## src/rtl/ninjin_ddr_sched.sv

```systemverilog
// Purpose: splits one read and one write DMA command into AXI-legal bursts (<=BURST_MAX beats, no 4KB crossing), round-robin between them.
// Latency: x_req -> ddr_req 2 cycles; ddr_done -> next ddr_req 2 cycles; final ddr_done -> x_done 1 cycle.
// Backpressure: a slot holds one command; x_req is ignored while x_busy; one burst outstanding, next issued only after ddr_done.
//
// Ports:
//   clk, rst                         clock, synchronous active-high reset
//   rd_req/rd_base/rd_total          read command (host->ram): strobe, byte base, beat count
//   rd_busy/rd_done/rd_err           read slot held, completion pulse, aborted flag (valid with rd_done)
//   wr_*                             same for the write command (ram->host)
//   ddr_req/ddr_mode/ddr_base/ddr_len  burst issue to the DMA engine; mode/base/len held until ddr_done
//   ddr_done/ddr_err                 burst completion pulse and error code from the DMA engine
//   err                              sticky error, first one wins, cleared only by rst
module ninjin_ddr_sched #(
  parameter int BURST_MAX = 256,
  parameter int TWIDTH    = 24,
  parameter int BWIDTH    = 32,
  parameter int MEMSIZE   = 30,
  parameter int LWIDTH    = 9
) (
  input  logic                               clk,
  input  logic                               rst,
  input  logic                               rd_req,
  input  logic [MEMSIZE+$clog2(BWIDTH/8)-1:0] rd_base,
  input  logic [TWIDTH-1:0]                  rd_total,
  output logic                               rd_busy,
  output logic                               rd_done,
  output logic                               rd_err,
  input  logic                               wr_req,
  input  logic [MEMSIZE+$clog2(BWIDTH/8)-1:0] wr_base,
  input  logic [TWIDTH-1:0]                  wr_total,
  output logic                               wr_busy,
  output logic                               wr_done,
  output logic                               wr_err,
  output logic                               ddr_req,
  output logic                               ddr_mode,
  output logic [MEMSIZE+$clog2(BWIDTH/8)-1:0] ddr_base,
  output logic [LWIDTH-1:0]                  ddr_len,
  input  logic                               ddr_done,
  input  logic [3:0]                         ddr_err,
  output logic [3:0]                         err
);

  localparam int LSB = $clog2(BWIDTH/8);
  localparam int AW  = MEMSIZE + LSB;
  localparam logic DDR_READ  = 1'b0;
  localparam logic DDR_WRITE = 1'b1;
  localparam logic [1:0] S_IDLE  = 2'd0;
  localparam logic [1:0] S_ISSUE = 2'd1;
  localparam logic [1:0] S_WAIT  = 2'd2;
  localparam logic [TWIDTH-1:0] BMAX_T = TWIDTH'(BURST_MAX);

  // Slot index 0 is the read command, 1 the write command.
  logic [1:0]        state;
  logic [1:0]        busy, done_q, xerr_q;
  logic [AW-1:0]     base_q [2];
  logic [TWIDTH-1:0] rem_q  [2];
  logic              last_grant;
  logic              gnt;

  logic [1:0]        req_v, misalign_v;
  logic [AW-1:0]     base_in [2];
  logic [TWIDTH-1:0] total_in [2];
  logic [1:0]        pend;
  logic              gnt_c;
  logic [AW-1:0]     gbase;
  logic [12:0]       room_bytes;
  logic [TWIDTH-1:0] room, len_c;
  logic [3:0]        err_nxt;

  always_comb begin
    req_v       = {wr_req, rd_req};
    base_in[0]  = rd_base;
    base_in[1]  = wr_base;
    total_in[0] = rd_total;
    total_in[1] = wr_total;
    for (int s = 0; s < 2; s++) begin
      misalign_v[s] = req_v[s] && !busy[s] && (base_in[s][LSB-1:0] != '0);
      pend[s]       = busy[s] && (rem_q[s] != '0);
    end
  end

  // Round-robin only matters when both slots are pending.
  always_comb begin
    gnt_c = 1'b0;
    if (pend == 2'b11) gnt_c = ~last_grant;
    else if (pend[1])  gnt_c = 1'b1;
  end

  // Burst length: min(remaining, BURST_MAX, beats left in this 4KB page).
  always_comb begin
    gbase      = base_q[gnt_c];
    room_bytes = 13'd4096 - {1'b0, gbase[11:0]};
    room       = TWIDTH'(room_bytes >> LSB);
    len_c      = rem_q[gnt_c];
    if (len_c > BMAX_T) len_c = BMAX_T;
    if (len_c > room)   len_c = room;
  end

  // First error sticks; a DMA error in the same cycle as a misaligned request takes priority.
  always_comb begin
    err_nxt = err;
    if (err == 4'd0) begin
      if (state == S_WAIT && ddr_done && ddr_err != 4'd0) err_nxt = {ddr_err[3:1], 1'b1};
      else if (misalign_v != 2'b00)                         err_nxt = 4'b0011;
    end
  end

  always_ff @(posedge clk) begin
    if (rst) begin
      state      <= S_IDLE;
      busy       <= '0;
      done_q     <= '0;
      xerr_q     <= '0;
      base_q[0]  <= '0;
      base_q[1]  <= '0;
      rem_q[0]   <= '0;
      rem_q[1]   <= '0;
      last_grant <= DDR_WRITE;
      gnt        <= 1'b0;
      ddr_mode   <= 1'b0;
      ddr_base   <= '0;
      ddr_len    <= '0;
      err        <= '0;
    end else begin
      done_q <= '0;
      xerr_q <= '0;
      err    <= err_nxt;

      // Accepting a command needs !busy and completing one needs busy, so they never collide.
      for (int s = 0; s < 2; s++) begin
        if (req_v[s] && !busy[s]) begin
          if (misalign_v[s]) begin
            done_q[s] <= 1'b1;
            xerr_q[s] <= 1'b1;
          end else if (total_in[s] == '0) begin
            done_q[s] <= 1'b1;
          end else begin
            busy[s]   <= 1'b1;
            base_q[s] <= base_in[s];
            rem_q[s]  <= total_in[s];
          end
        end
      end

      case (state)
        S_IDLE: begin
          if (pend != 2'b00) begin
            gnt        <= gnt_c;
            last_grant <= gnt_c;
            ddr_mode   <= gnt_c ? DDR_WRITE : DDR_READ;
            ddr_base   <= gbase;
            ddr_len    <= LWIDTH'(len_c);
            state      <= S_ISSUE;
          end
        end
        S_ISSUE: state <= S_WAIT;
        S_WAIT: begin
          if (ddr_done) begin
            state <= S_IDLE;
            if (ddr_err != 4'd0) begin
              busy[gnt]   <= 1'b0;
              rem_q[gnt]  <= '0;
              done_q[gnt] <= 1'b1;
              xerr_q[gnt] <= 1'b1;
            end else begin
              base_q[gnt] <= base_q[gnt] + (AW'(ddr_len) << LSB);
              rem_q[gnt]  <= rem_q[gnt] - TWIDTH'(ddr_len);
              if (rem_q[gnt] == TWIDTH'(ddr_len)) begin
                busy[gnt]   <= 1'b0;
                done_q[gnt] <= 1'b1;
              end
            end
          end
        end
        default: state <= S_IDLE;
      endcase
    end
  end

  assign ddr_req = (state == S_ISSUE);
  assign rd_busy = busy[0];
  assign wr_busy = busy[1];
  assign rd_done = done_q[0];
  assign wr_done = done_q[1];
  assign rd_err  = xerr_q[0];
  assign wr_err  = xerr_q[1];

endmodule

```

## config.mk

```make
export PLATFORM = sky130hd
export DESIGN_NAME = ninjin_ddr_sched
export DESIGN_NICKNAME = d
export VERILOG_FILES = /design/src/rtl/ninjin_ddr_sched.sv
export SDC_FILE = /design/constraint.sdc
export NUM_CORES = 1
export LEC_CHECK = 0
export CORE_MARGIN = 2
export CORE_UTILIZATION = 25
export DETAILED_ROUTE_END_ITERATION = 10
export GPL_ROUTABILITY_DRIVEN = 0
export PLACE_DENSITY_LB_ADDON = 0.08
export SLEW_MARGIN = 30
export SYNTH_ARGS = -nofsm -noshare
export SYNTH_HDL_FRONTEND = slang
export SYNTH_SLANG_ARGS = --single-unit
```

## constraint.sdc

```tcl
create_clock -name clk -period 8.7 [get_ports clk]
set_input_delay 2.61 -clock clk [delete_from_list [all_inputs] [get_ports clk]]
set_output_delay 2.61 -clock clk [all_outputs]
set_load 0.02 [all_outputs]
```

==> impl_metrics.toml, run 1 <==
[clocking]
cts_setup_buffers = 0
cts_resized = 0
cts_root_buf = "clkbuf_16"
clock-sinks = 168
cts_tree = "done"
clk_latency_ns = 0.45
ctsHoldBuffers = 0
cts_buffer_depth = 2
cts_max_level = 4
clk_pin_slew_worst_paths_ns = 0.06
cts_inserted_buffers = 17

[place]
place_inst = 1777
dp_hpwl_mm = 30.3
port_buffers = 173
place_area_mm2 = 0.0130

[routing]
ant_nets = 0
drc = 0
drtIter0Drc = 588
via_per_inst = 5.13
routedWlPerCell_um = 22.8
dr_total_vias = 9285
drt-total-wl_mm = 41.2
dr.pass1.iters = 5

[floorplanning]
initial_core_util_pct = 25.4
die_area_mm2 = 0.0444
io_pins = 174
fp.dieH_um = 211
fp.dieW_um = 211
core-area_mm2 = 0.0420
num_rows = 75

[logic_synthesis]
synth_warnings = 0
ys.flop_type = "edfxtp_1"
synthCells = 1106
ys_seq_area_share_pct = 41.9
synth_area_leaders = "edfxtp_1, dfxtp_1, nand2_1"
yosys.area.top_type = "edfxtp_1"
synth_seq_cells = 168
synth_area_mm2 = 0.0107
yosysUniqueCellTypes = 81
async_flop_share_pct = 0
synth_top_area_share_pct = 31.4
syn_area_per_cell_um2 = 9.67
synth_edf_count = 112

[worst_setup_path]
cp_max_fo = 40
required_ns = 8.79
reg2reg_slack_ns = 3.40
cp.arrival_ns = 5.59
start_kind = "input port"
crit_type = "input port to flop"
crit_path_end_kind = "flop"

[timing]
hold_violations = 0
period_minus_slack_ns = 5.51
tightest_slew_ns = 0.965
slew_headroom_pct = 35.0
rsz0062_at_grt = "false"
slew_violations = 0
fin_skew_ns = 0.0151
fin_setup_tns_ns = 0
fin_crit_sh_pct = 63.3
setup_viol = 0
fmax_mhz = 182

[grt]
overflow = 0
grt_pass1_vias = 9535
grt_antenna_before_repair = 0
grt_pass1_wl_mm = 61.5
grt_max_degree = 74
track_usage_pct = 18.7

[min_path]
hold_path_class = "flop to flop"

[pwr]
p_leak_nw = 4.68
p_per_area_mw_per_mm2 = 166
peakVddDrop_v = 0.0000847

[final_layout]
final_common_cell = "clkdlybuf4s50_1"
diodes = 0
final-instance-count-excl-fill = 1810
fin_area_mm2 = 0.0135
layout-drive-gt1-share_pct = 8.34
mostFrequentLayoutCells = "clkdlybuf4s50_1, nand2_1, edfxtp_1, nor2_1, a22o_1"
fin_util_pct = 32.1
syn2layout_area_growth_pct = 26.4
num-nets-final = 1410

[run_status]
status = "finished clean"

[flow_run]
cap_violations = 0
-- layer usage --
layer | vias up | wire, µm | share of wire, % | GRT usage (%)
li1 | 4477 | - | - | -
met1 | 4581 | 20100 | 49 | 26.0
met2 | 202 | 18900 | 46 | 30.2
met3 | 25 | 1620 | 3.9 | 2.91
met4 | 0 | 595 | 1.4 | 4.69
met5 | - | 0 | 0 | 0
-- power breakdown --
group          internal, W  total, W  switching [W]
combinational     0.000228  0.000524       0.000296
clock             0.000398  0.000741       0.000344
sequential        0.000918  0.000982      0.0000641
total              0.00154   0.00225       0.000704
-- synthesized netlist by cell type, types with 7 or more instances --
cell type,instances
nand2_1,165
edfxtp_1,112
nor2_1,104
a22o_1,57
dfxtp_1,56
mux2i_1,45
o21ai_0,40
clkbuf_1,37
xor2_1,34
xnor2_1,30
ha_1,29
o22ai_1,28
nor3_1,25
a311oi_1,21
inv_1,20
nor4_1,20
a21oi_1,19
nand3_1,19
mux2_2,17
nand4_1,15
o21a_1,13
a21o_1,11
buf_6,11
a311oi_2,10
buf_2,10
a31oi_1,9
o211ai_1,9
nand3b_1,8
and2_1,7
nand2b_1,7
or4_1,7
-- state kept, by name, indices dropped and copies added, names as in the netlist, named ones only --
register,flops
ddr_len,9
state,2
ddr_mode,1
done_q,2
ddr_base,32
err,4
rem_q,48
last_grant,1
busy,2
base_q,64
xerr_q,2
-- path summary, 6_finish.rpt --
check | startpoint | to | depth (start not counted)
setup / recovery | ddr_err[1] | base_q[0][24] | 6
hold / removal | last_grant | last_grant | 2
setup reg to reg | rem_q[1][23] | ddr_len[2] | 15
hold reg to reg | last_grant | last_grant | 2
-- logic make-up (layout without fill, tap and decap cells) --
kind of cell / count (synthesis) / count (layout) / synth area share [%]
AOI/OAI and AO/OA: 275 / 275 / 19.8
xor gates and xnor gates: 64 / 64 / 5.24
adders and majority gates: 31 / 31 / 3.77
buffers and inverters: 81 / 245 / 3.80
DFF: 168 / 168 / 41.9
muxes: 63 / 63 / 6.13
other: 1 / 2 / 0.0351
and+or+nand+nor: 423 / 423 / 19.3
-- stage by stage --
stage                     hold WS (ns)  setup slack [ns]  power [W]
final                            0.475              3.19    0.00225
after global routing             0.523              2.96    0.00235
after CTS                        0.480              3.20    0.00227
after detailed placement         0.463              2.70    0.00152
after global placement           0.460              2.79    0.00153
after floorplan                  0.441              3.49    0.00129
-- critical path: stages --
cell,delay (ns)
clkdlybuf4s50_1,0.45
or4_1,0.65
nor3_1,0.52
nand2_2,0.67
nand2_1,0.21
buf_4,0.46
-- layout make-up --
cell class | count | area (µm²)
Tap cell | 539 | 674
Inverter | 20 | 75.1
Timing Repair Buffer | 193 | 1900
Multi-Input combinational cell | 858 | 5840
Sequential cell | 168 | 4490
Clock buffer | 25 | 498
Clock inverter | 7 | 41.3
Fill cell | 4428 | 28500
Note: power is estimated with default switching activity, not from simulation.
==> run 2: changes to the inputs <==
==> constraint.sdc (replaced) <==
create_clock -name clk -period 4.55 [get_ports clk]
set_input_delay 1.365 -clock clk [delete_from_list [all_inputs] [get_ports clk]]
set_output_delay 1.365 -clock clk [all_outputs]
set_load 0.02 [all_outputs]
==> run 2 against run 1 <==
Net effect:
- total power is 93% higher
- register-to-register slack worse by 3.0 ns
- global-route usage rose by 0.22 points
- via count is 0.59% higher
- critical path type is now flop to flop
- largest power group unchanged
==> impl_metrics.toml, run 2 (synthesis gave the netlist of run 1 again) <==
[timing]
hold_violations = 0
fin_setup_tns_ns = 0
setup_viol = 0
period_minus_slack_ns = 4.20
fin_skew_ns = 0.0144
fin_ws_ns = 0.351
slew_headroom_pct = 39.7
rsz0062_at_grt = "false"
slew_violations = 0
tightest_slew_ns = 0.895
fmax_mhz = 238
fin_crit_sh_pct = 92.3

[worst_setup_path]
crit_family = "simple AND/OR/NAND/NOR gates"
critPathMaxStageDelay_ns = 0.48
cp_slowest_cell = "edfxtp_1"
crit_cells = 14
crit_type = "flop to flop"
path_cells = "nor4_4, nand2b_1, or4_4, nor3_1, nor2_1, o21ai_0, ha_1, a21o_1, a2111oi_2, nor2b_1, a221oi_2, or3b_2, o22ai_1, a21o_1"
crit_path_end_kind = "flop"
required_ns = 4.94
start_kind = "flop"
cp_max_fo = 5
critPathBufInv = 0
cp.arrival_ns = 4.59
crit_top_cell = "a21o_1"
reg2reg_depth = 14

[grt]
grt_pass1_wl_mm = 62.4
grt_max_degree = 74
overflow = 0
grt_pass1_vias = 9802
track_usage_pct = 18.9
grt_antenna_before_repair = 0

[final_layout]
mostFrequentLayoutCells = "clkdlybuf4s50_1, nand2_1, edfxtp_1, nor2_1, a22o_1"
num-nets-final = 1428
reg_top3 = "base_q: 64 flops, rem_q: 48 flops, ddr_base: 32 flops"
syn2layout_area_growth_pct = 28.2
top_register = "base_q"
largest_reg_flops = 64
final_common_cell = "clkdlybuf4s50_1"
diodes = 0
fin_util_pct = 32.6
layout-drive-gt1-share_pct = 10.0

[clocking]
cts_inserted_buffers = 17
cts_buffer_depth = 2
clk_pin_slew_worst_paths_ns = 0.07
cts_max_level = 4
ctsHoldBuffers = 0
cts_root_buf = "clkbuf_16"
clock-sinks = 168
cts_tree = "done"
cts_setup_buffers = 0
clk_latency_ns = 0.45

[floorplanning]
initial_core_util_pct = 25.4
core-area_mm2 = 0.0420
fp.dieH_um = 211
die_area_mm2 = 0.0444
io_pins = 174
num_rows = 75
fp.dieW_um = 211

[routing]
drtIter0Drc = 506
drt-total-wl_mm = 41.3
drc = 0
routedWlPerCell_um = 22.6
via_per_inst = 5.11
ant_nets = 0
dr.pass1.iters = 4
dr_total_vias = 9340

[pwr]
total_power_w = 0.00433
internal_power_w = 0.00302
p_per_area_mw_per_mm2 = 316
sw_frac_of_total_pct = 30.2
pwr-share-comb_pct = 23.7
p_clk_share_pct = 32.8
p_leak_nw = 4.79
peakVddDrop_v = 0.000212
p_switching_w = 0.00131
p_seq_share_pct = 43.4

[min_path]
hold_path_class = "flop to flop"
min_path_cells = 2

[flow_run]
cap_violations = 0

[place]
port_buffers = 173
dp_slack_ns = 0.185
dp_hpwl_mm = 31.1

[run_status]
status = "finished clean"
-- run 2: cell count changes in the layout (fill, tap and decap cells not counted), sizes merged --
cell | before | now
clkinvlp | 2 | 0
clkinv | 5 | 2
buf | 21 | 39
clkbuf | 25 | 30
-- run 2: final cells by class --
type                    instances  area (µm²)
fillers                      4469       28300
multi-input cells             858        5850
flip-flops and latches        168        4490
repair buffers                211        2050
well taps                     539         674
clock buffers                  30         556
inverters                      20        75.1
clock inverters                 2        8.76
-- run 2: power groups by stage --
stage | sequential [W] | combinational (W) | clock [W]
finish | 0.00188 | 0.00103 | 0.00142
global route | 0.00190 | 0.00112 | 0.00152
CTS | 0.00188 | 0.00103 | 0.00146
detailed placement | 0.00191 | 0.00102 | 0
global placement | 0.00191 | 0.00103 | 0
floorplan | 0.00192 | 0.000548 | 0
-- run 2: worst paths after layout --
check / endpoint / start / slack [ns]
max reg2reg: ddr_len[2] / base_q[0][2] / 0.35
min reg2reg: last_grant / last_grant / 0.49
max: ddr_len[2] / base_q[0][2] / 0.35
min: last_grant / last_grant / 0.49
-- run 2: what timing repair did --
action	CTS	global route
resized for setup	0	3
endpoints found under the hold margin	0	0
endpoints found under the setup margin	0	9
-- run 2: worst register-to-register path: cells and delay by family (launching register included) --
kind | cells | cell delay [ns]
DFF | 1 | 0.48
and+or+nand+nor | 7 | 2.09
AOI/OAI and AO/OA | 6 | 1.28
adders and majority gates | 1 | 0.30
-- run 2: routing by layer --
layer	routed length, µm	part of all wire, %	track usage [%]	vias up
li1	-	-	-	4509
met1	20200	49	26.3	4595
met2	19100	46	30.5	203
met3	1360	3.3	2.69	33
met4	737	1.8	5.17	0
met5	0	0	0	-
-- run 2: per-stage QoR --
step | area, µm² | hold WS, ns | instances
after floorplan | 10700 | 0.441 | 1107
after global placement | 13100 | 0.472 | 1795
after detailed placement | 13100 | 0.483 | 1795
after CTS | 13700 | 0.502 | 1827
after global routing | 13700 | 0.528 | 1828
final | 13700 | 0.489 | 1828
==> run 3: changes to the inputs <==
--- a/config.mk
+++ b/config.mk
@@ -9,7 +9,7 @@
 export CORE_UTILIZATION = 25
 export DETAILED_ROUTE_END_ITERATION = 10
 export GPL_ROUTABILITY_DRIVEN = 0
-export PLACE_DENSITY_LB_ADDON = 0.08
+export PLACE_DENSITY = 0.46
 export SLEW_MARGIN = 30
 export SYNTH_ARGS = -nofsm -noshare
 export SYNTH_HDL_FRONTEND = slang
==> run 3 against run 2 <==
Net effect:
- sequential share of layout area fell by 0.24 points
- combinational power barely moved
- critical path depth rose by 1
- die area did not move
- hold slack got worse by 0.013 ns
- worst setup slack improved by 0.028 ns
- sequential cell count did not move
==> impl_metrics.toml, run 3 (synthesis gave the netlist of run 1 again) <==
[run_status]
status = "finished clean"

[worst_setup_path]
required_ns = 4.93
crit_path_end_kind = "flop"
r2r-start = "rem_q[0][4]"
r2r-end = "ddr_len[3]"
critical_path.endpoint = "ddr_len[3]"
cp_max_fo = 25
start_kind = "flop"
critPathBufInv = 2
cp.arrival_ns = 4.56
crit_type = "flop to flop"
crit_family = "compound AO/OA/AOI/OAI gates"
startpoint = "rem_q[0][4]"
critPathMaxStageDelay_ns = 0.60
crit_cells = 15
cp_slowest_cell = "or4_1"
reg2reg_slack_ns = 0.38
reg2reg_depth = 15
path_cells = "or4_1, nor2_2, a31oi_2, or2_2, buf_12, a31oi_1, inv_1, ha_1, o21ai_0, a21oi_1, o31ai_1, a221oi_1, nand3_1, o2bb2ai_1, a31o_1"

[timing]
fin_crit_sh_pct = 91.7
period_minus_slack_ns = 4.17
slew_violations = 0
hold_violations = 0
setup_viol = 0
fin_setup_tns_ns = 0
tightest_slew_ns = 0.890
slew_headroom_pct = 40.5
holdWs_ns = 0.476
fin_skew_ns = 0.0149
rsz0062_at_grt = "false"
fmax_mhz = 240

[clocking]
cts_tree = "done"
cts_buffer_depth = 2
clock-sinks = 168
cts_max_level = 4
cts_root_buf = "clkbuf_16"
clk_pin_slew_worst_paths_ns = 0.07
cts_inserted_buffers = 17
clk_latency_ns = 0.45
ctsHoldBuffers = 0

[grt]
track_usage_pct = 18.0
grt_pass1_vias = 9599
grt_pass1_wl_mm = 59.7
grt_antenna_before_repair = 6
grt_max_degree = 74
overflow = 0

[final_layout]
final_common_cell = "clkdlybuf4s50_1"
syn2layout_area_growth_pct = 29.1
seqCellArea_mm2 = 0.00449
reg_top3 = "base_q: 64 flops, rem_q: 48 flops, ddr_base: 32 flops"
mostFrequentLayoutCells = "clkdlybuf4s50_1, nand2_1, edfxtp_1, nor2_1, a22o_1"
fin_area_mm2 = 0.0138
multi_input_area_mm2 = 0.00583
fillers = 4415
num-nets-final = 1427
largest_reg_flops = 64
fin_util_pct = 32.8
layout-drive-gt1-share_pct = 10.2
top_register = "base_q"

[flow_run]
cap_violations = 0

[pwr]
p_per_area_mw_per_mm2 = 332
total_power_w = 0.00459
peakVddDrop_v = 0.000205
p_leak_nw = 4.84

[routing]
drc = 0
drtIter0Drc = 606
via_per_inst = 5.10
drt-total-wl_mm = 39.5
routedWlPerCell_um = 21.6
dr_total_vias = 9328
ant_nets = 0
dr.pass1.iters = 5

[place]
place_area_mm2 = 0.0131
dp_hpwl_mm = 29.9
port_buffers = 173

[floorplanning]
initial_core_util_pct = 25.4
fp.dieH_um = 211
io_pins = 174
num_rows = 75
fp.dieW_um = 211
core-area_mm2 = 0.0420
die_area_mm2 = 0.0444

[min_path]
min_path_cells = 2
hp-start = "last_grant"
hold_path_class = "flop to flop"
[run 3: layer usage]
metal | wire length [µm] | up-vias | global-route usage (%)
li1 | - | 4508 | -
met1 | 18200 | 4551 | 24.0
met2 | 18500 | 216 | 29.1
met3 | 1920 | 45 | 3.82
met4 | 843 | 8 | 5.39
met5 | 48 | - | 0
[run 3: cell type report]
class / count / share of cell area, %
tap: 539 / 4.89
clock inverter: 15 / 1.80
antenna: 2 / 0.0363
timing repair buffer: 210 / 14.9
clock buffer: 17 / 3.08
multi-input combinational: 858 / 42.3
sequential: 168 / 32.5
inverter: 20 / 0.544
[run 3: repair_timing]
item | in CTS | in global routing
resized for setup | 0 | 1
endpoints found under the hold margin | 0 | 0
setup buffers | 0 | 0
setup endpoints to repair | 0 | 7
[run 3: worst min-delay path by stage]
stage	slack, ns	endpoint
floorplan	0.44	last_grant
global placement	0.46	last_grant
detailed placement	0.46	last_grant
CTS	0.48	last_grant
global route	0.52	last_grant
finish	0.48	last_grant
[run 3: worst register-to-register path, cell delays in order, from the launching register on]
cell and delay (ns):
edfxtp_1 0.45, or4_1 0.60, nor2_2 0.21, a31oi_2 0.16, or2_2 0.35, buf_12 0.18
a31oi_1 0.28, inv_1 0.08, ha_1 0.30, o21ai_0 0.08, a21oi_1 0.17, o31ai_1 0.10
a221oi_1 0.45, nand3_1 0.37, o2bb2ai_1 0.24, a31o_1 0.11
[run 3: stage by stage]
stage / instances / setup slack, ns
5_1_grt: 1827 / 0.0552
2_1_floorplan: 1107 / 0.576
6_report: 1829 / 0.378
3_5_place_dp: 1794 / 0.345
4_1_cts: 1826 / 0.317
3_3_place_gp: 1794 / 0.399
[run 3: power by group]
part	switching [W]	internal [W]	total (W)
clock	0.000668	0.00104	0.00170
sequential	0.000121	0.00175	0.00188
combinational	0.000561	0.000449	0.00101
total	0.00135	0.00324	0.00459
==> patch 1 (settings of run 2) <==
Register the input `wr_total` before use, cleared by the reset. The logic sees it one clock later. The other inputs are not delayed to match.
--- a/src/rtl/ninjin_ddr_sched.sv
+++ b/src/rtl/ninjin_ddr_sched.sv
@@ -50,4 +50,14 @@
   localparam logic [TWIDTH-1:0] BMAX_T = TWIDTH'(BURST_MAX);
 
+  logic [TWIDTH-1:0] wr_total_q;
+
+  always_ff @(posedge clk) begin
+    if (rst) begin
+      wr_total_q <= '0;
+    end else begin
+      wr_total_q <= wr_total;
+    end
+  end
+
   // Slot index 0 is the read command, 1 the write command.
   logic [1:0]        state;
@@ -73,5 +83,5 @@
     base_in[1]  = wr_base;
     total_in[0] = rd_total;
-    total_in[1] = wr_total;
+    total_in[1] = wr_total_q;
     for (int s = 0; s < 2; s++) begin
       misalign_v[s] = req_v[s] && !busy[s] && (base_in[s][LSB-1:0] != '0);
Formal check against the unedited RTL: not equivalent (a bounded check fails within 4 cycles, from zero or initial values and one cycle with rst high).
==> patch 1 against run 2 <==
  * Sequential cell count up 24
  * Clock skew up 0.00077 ns
  * Total power up 22%
  * Count of clock-buffer cells in the layout down 10
  * Final area up 4.9%
  * Worst setup slack better by 0.12 ns
  * Synthesized cell count down 1.4%
  * Wire length down 0.54%
  * Synthesized area up 3.9%
  * Largest cell class unchanged
  * Largest power group unchanged
==> patch 1: results (changes against run 2) <==
Timing
The achievable frequency is 245 MHz (was 238 MHz). The final hold slack is 0.484 ns (was 0.489 ns). The worst slew margin relative to its limit was 0.417 (was 0.397).

Outcome
Status: completed (unchanged).

Cells and area
The ratio of cells with drive above 1 in the final layout is 0.102 (was 0.100). The final-layout fill cell count came to 4624 (was 4469). The final net count was 1421 (was 1428).

Global routing
The fraction of met3 tracks used by global routing is 0.0333 (was 0.0269). The initial antenna violation count came to 1 (was 0). The via count of the first global-routing pass was 9286 (was 9802). The pin count of the biggest net entering global routing was 50 (was 74). The met2 layer usage reported by global route was 0.283 (was 0.305). The met1 layer usage reported by global route is 0.244 (was 0.263).

Setup path
The largest fanout on the critical path is 27 (was 5). The flop-to-flop setup slack was 0.47 ns (was 0.35 ns). The worst reg2reg path startpoint is rem_q[0][9] (was base_q[0][2]). The worst endpoint data arrival time is 4.46 ns (was 4.59 ns).

The cell class contributing the biggest share of worst-path delay is compound AO/OA/AOI/OAI gates (was simple AND/OR/NAND/NOR gates). The endpoint of the worst register-to-register path is ddr_len[5] (was ddr_len[2]). The critical path's largest stage delay was 0.45 ns (was 0.48 ns).

Pwr
The worst vdd rail ir drop is 170 uV (was 212 uV). The share of total power in sequential cells came to 0.420 (was 0.434). The internal power summed over all cells is 3.59 mW (was 3.02 mW). The leakage power came to 5.18 nW (was 4.79 nW). The combinational power is 1.44 mW (was 1.03 mW).

Place
The post-place setup slack was 0.284 ns (was 0.185 ns). The number of instances in the placed design is 1842 (was 1795). The detailed placer's ending HPWL is 30500 um (was 31100 um).

The standard cell area after detailed placement is 13800 um2 (was 13100 um2).

Yosys
The adder and majority gate portion of the synthesized area came to 0.0362 (was 0.0377). The share of synthesized area occupied by flip-flops and latches is 0.447 (was 0.419). The compound-gate portion of the synthesized area is 0.185 (was 0.198).

Commonest cells in the netlist: 112 x sky130_fd_sc_hd__edfxtp_1, 107 x sky130_fd_sc_hd__nand2_1, 88 x sky130_fd_sc_hd__nor2_1 (was 165 x sky130_fd_sc_hd__nand2_1, 112 x sky130_fd_sc_hd__edfxtp_1, 104 x sky130_fd_sc_hd__nor2_1). Top post-synthesis cells by area: sky130_fd_sc_hd__edfxtp_1 30%, sky130_fd_sc_hd__dfxtp_1 14%, sky130_fd_sc_hd__mux2i_1 6.0% (was sky130_fd_sc_hd__edfxtp_1 31%, sky130_fd_sc_hd__dfxtp_1 10%, sky130_fd_sc_hd__nand2_1 5.8%). The number of different library cells in the post-synthesis netlist is 78 (was 81). The share of synthesized area spent on multiplexers is 0.0826 (was 0.0613).

Detailed routing
The sum of routed wire length over all layers was 41100 um (was 41300 um). The mean number of vias per cell is 4.93 (was 5.11). The starting DRC count in detailed routing came to 615 (was 506).

Hold path
The worst-case hold path end point is err[1] (was last_grant). The origin of the worst min-delay path is err[1] (was last_grant).
==> patch 1: changes by cell type in the layout (fill, tap and decap cells not counted), moves of 8 or more <==
cell                       change
sky130_fd_sc_hd__nor2_1       -13
sky130_fd_sc_hd__a211oi_1     +29
sky130_fd_sc_hd__dfxtp_1      +24
sky130_fd_sc_hd__nand2_1      -59
sky130_fd_sc_hd__a311oi_2     -10
sky130_fd_sc_hd__mux2i_1      +22
sky130_fd_sc_hd__o21ai_0       -9
sky130_fd_sc_hd__a311oi_1     -21
sky130_fd_sc_hd__a211o_1       +8
sky130_fd_sc_hd__nor2b_1      +26
==> patch 1: logic make-up after synthesis <==
family,count (synthesis)
and+or+nand+nor,354
DFF,192
AOI/OAI and AO/OA,273
adders and majority gates,31
muxes,88
buffers and inverters,88
other,1
xor gates and xnor gates,64
==> patch 1: worst max-delay path by stage <==
stage	from	cells after the start	end
floorplan	register	17	rem_q[0][18]
global placement	rd_total[1]	10	base_q[1][31]
detailed placement	rd_total[1]	10	base_q[1][31]
CTS	rem_q[0][9]	14	ddr_len[2]
global route	rem_q[0][9]	15	ddr_len[0]
finish	rem_q[0][9]	14	ddr_len[5]
==> patch 1: cell type report <==
type / instances / area [um2] / share of cell area
Sequential cell: 192 / 4970 / 0.345
Antenna cell: 1 / 2.50 / 0.000174
Multi-Input combinational cell: 812 / 5780 / 0.402
Tap cell: 592 / 741 / 0.0515
Timing Repair Buffer: 221 / 2190 / 0.152
Clock inverter: 12 / 166 / 0.0116
Clock buffer: 20 / 437 / 0.0304
Inverter: 25 / 93.8 / 0.00652
==> patch 1: layer usage <==
metal  share of wire  wire, um  vias to the layer above
met4           0.018       759                        0
li1                -         -                     4459
met2            0.46     18700                      237
met5               0         0                        -
met3           0.050      2050                       35
met1            0.48     19600                     4505
==> patch 2 (flow settings as in run 2) <==
Made on the original files. `LWIDTH`: 9 -> 13.
--- a/src/rtl/ninjin_ddr_sched.sv
+++ b/src/rtl/ninjin_ddr_sched.sv
@@ -16,5 +16,5 @@
   parameter int BWIDTH    = 32,
   parameter int MEMSIZE   = 30,
-  parameter int LWIDTH    = 9
+  parameter int LWIDTH    = 13
 ) (
   input  logic                               clk,
Ports: changed (resized ddr_len); port bits go from 174 to 178. No check against the original RTL was run, so the function may have changed too.
==> patch 2 against run 2 <==
  * Maximum frequency shrank 2.5%
  * Wire length rose by 4.2%
  * Sequential cell count up 4
  * Worst hold slack got worse by 0.013 ns
  * Sequential share of layout area down 0.75 points
  * Utilization rose by 0.54 points
  * Total power increased by 24%
  * Worst setup slack got worse by 0.11 ns
  * Count of clock-buffer cells in the layout is 10 lower
  * Synthesized area rose by 2.0%
  * Final area is 4.2% higher
  * Via count up 4.9%
  * Global-route usage up 0.21 points
  * Die area is 1.9% higher
==> patch 2: results (changes against run 2) <==
Outcome
Status: completed (unchanged).

Pwr
The worst vdd rail ir drop is 167 uV (was 212 uV). The leakage power came to 4.98 nW (was 4.79 nW).

Detailed routing
The met2 layer wire length in the routed design is 20600 um (was 19100 um). The wire length on met1 is 19900 um (was 20200 um). The highest routed metal layer is met5 (was met4). The sum of routed wire length over all layers was 43000 um (was 41300 um). The number of detailed-routing iterations run before antenna repair is 5 (was 4).

The wire length on met3 is 1810 um (was 1360 um). The mean number of vias per cell is 5.14 (was 5.11).

Place
The number of instances in the placed design was 1871 (was 1795). The post-place setup slack is 0.185 ns (about the same). The detailed placer's ending HPWL is 32400 um (was 31100 um). The number of buffer cells added on primary ports came to 177 (was 173).

The standard cell area after detailed placement is 13600 um2 (was 13100 um2).

Yosys
The number of flops mapped to enable cells by yosys was 112 (unchanged). The count of mapped cells out of synthesis was 1128 (was 1106). The number of different library cells in the post-synthesis netlist came to 73 (was 81). Top post-synthesis cells by area: sky130_fd_sc_hd__edfxtp_1 31%, sky130_fd_sc_hd__dfxtp_1 11%, sky130_fd_sc_hd__a22o_1 6.3% (was sky130_fd_sc_hd__edfxtp_1 31%, sky130_fd_sc_hd__dfxtp_1 10%, sky130_fd_sc_hd__nand2_1 5.8%). Commonest cells in the netlist: 138 x sky130_fd_sc_hd__nand2_1, 112 x sky130_fd_sc_hd__edfxtp_1, 82 x sky130_fd_sc_hd__nor2_1 (was 165 x sky130_fd_sc_hd__nand2_1, 112 x sky130_fd_sc_hd__edfxtp_1, 104 x sky130_fd_sc_hd__nor2_1). The share of synthesized area occupied by flip-flops and latches is 0.418 (was 0.419).

Setup path
The worst endpoint data arrival time is 4.62 ns (was 4.59 ns). The worst reg2reg path startpoint is rem_q[1][15] (was base_q[0][2]). The flop-to-flop setup slack is 0.24 ns (was 0.35 ns). The critical path's largest stage delay came to 0.50 ns (was 0.48 ns). The largest fanout on the critical path is 9 (was 5).

Timing
The achievable frequency is 232 MHz (was 238 MHz). The slew of the pin with the lowest slew margin came to 0.824 ns (was 0.895 ns).

Cells and area
The share of the core filled with cells in the final layout is 0.331 (was 0.326). The final-layout fill cell count was 4455 (was 4469). The ratio of cells with drive above 1 in the final layout is 0.104 (was 0.100). The final net count is 1466 (was 1428).

Global routing
The global routing usage summed across all routing layers is 0.191 (was 0.189). The wire length of the first global-routing pass was 63000 um (was 62400 um). The via count of the first global-routing pass is 9734 (was 9802). The initial antenna violation count is 3 (was 0).
[patch 2: changes by cell type in the layout (fill, tap and decap cells not counted), sizes merged, moves of 10 or more]
cell,delta
a21oi,+18
a22o,+21
and3,+10
clkbuf,-10
inv,+10
mux2,+12
mux2i,-20
nand2,-26
nor2,-25
o21ai,+18
o22ai,-28
[patch 2: power by group]
part           switching, mW  total [mW]  internal (mW)
clock network          0.727        1.77           1.04
logic                  0.886        1.55          0.666
registers              0.188        2.05           1.86
[patch 2: cell type report]
cell class	count	share of cell area
clock inverter	12	0.0153
antenna	1	0.000175
multi-input combinational	870	0.424
tap	585	0.0513
sequential	172	0.320
inverter	24	0.00631
timing repair buffer	221	0.150
clock buffer	20	0.0328
[patch 2: cells by family (layout without fill, tap and decap cells)]
logic type,count (synthesis),count (layout),synth area share
AOI/OAI and AO/OA,331,331,0.229
xor gates and xnor gates,64,64,0.0514
adders and majority gates,39,39,0.0461
buffers and inverters,87,277,0.0322
DFF,172,172,0.418
muxes,55,55,0.0538
other,1,3,0.000344
and+or+nand+nor,379,379,0.169
[patch 2: timing repair]
item / CTS / global route
endpoints found under the hold margin: 0 / 0
resized for setup: 0 / 2
setup endpoints to repair: 0 / 10
[patch 2: worst min-delay path by stage]
stage,from,end,slack [ns],cells after the start
6_report,err[1],err[1],0.48,2
5_1_grt,err[1],err[1],0.49,2
4_1_cts,err[1],err[1],0.48,2
3_5_place_dp,err[1],err[1],0.46,2
3_3_place_gp,err[1],err[1],0.47,2
2_1_floorplan,last_grant,last_grant,0.44,2
[patch 2: routing by layer]
| layer | vias up | GRT usage |
|---|---|---|
| li1 | 4677 | - |
| met1 | 4840 | 0.259 |
| met2 | 233 | 0.315 |
| met3 | 43 | 0.0284 |
| met4 | 4 | 0.0528 |
| met5 | - | 0 |
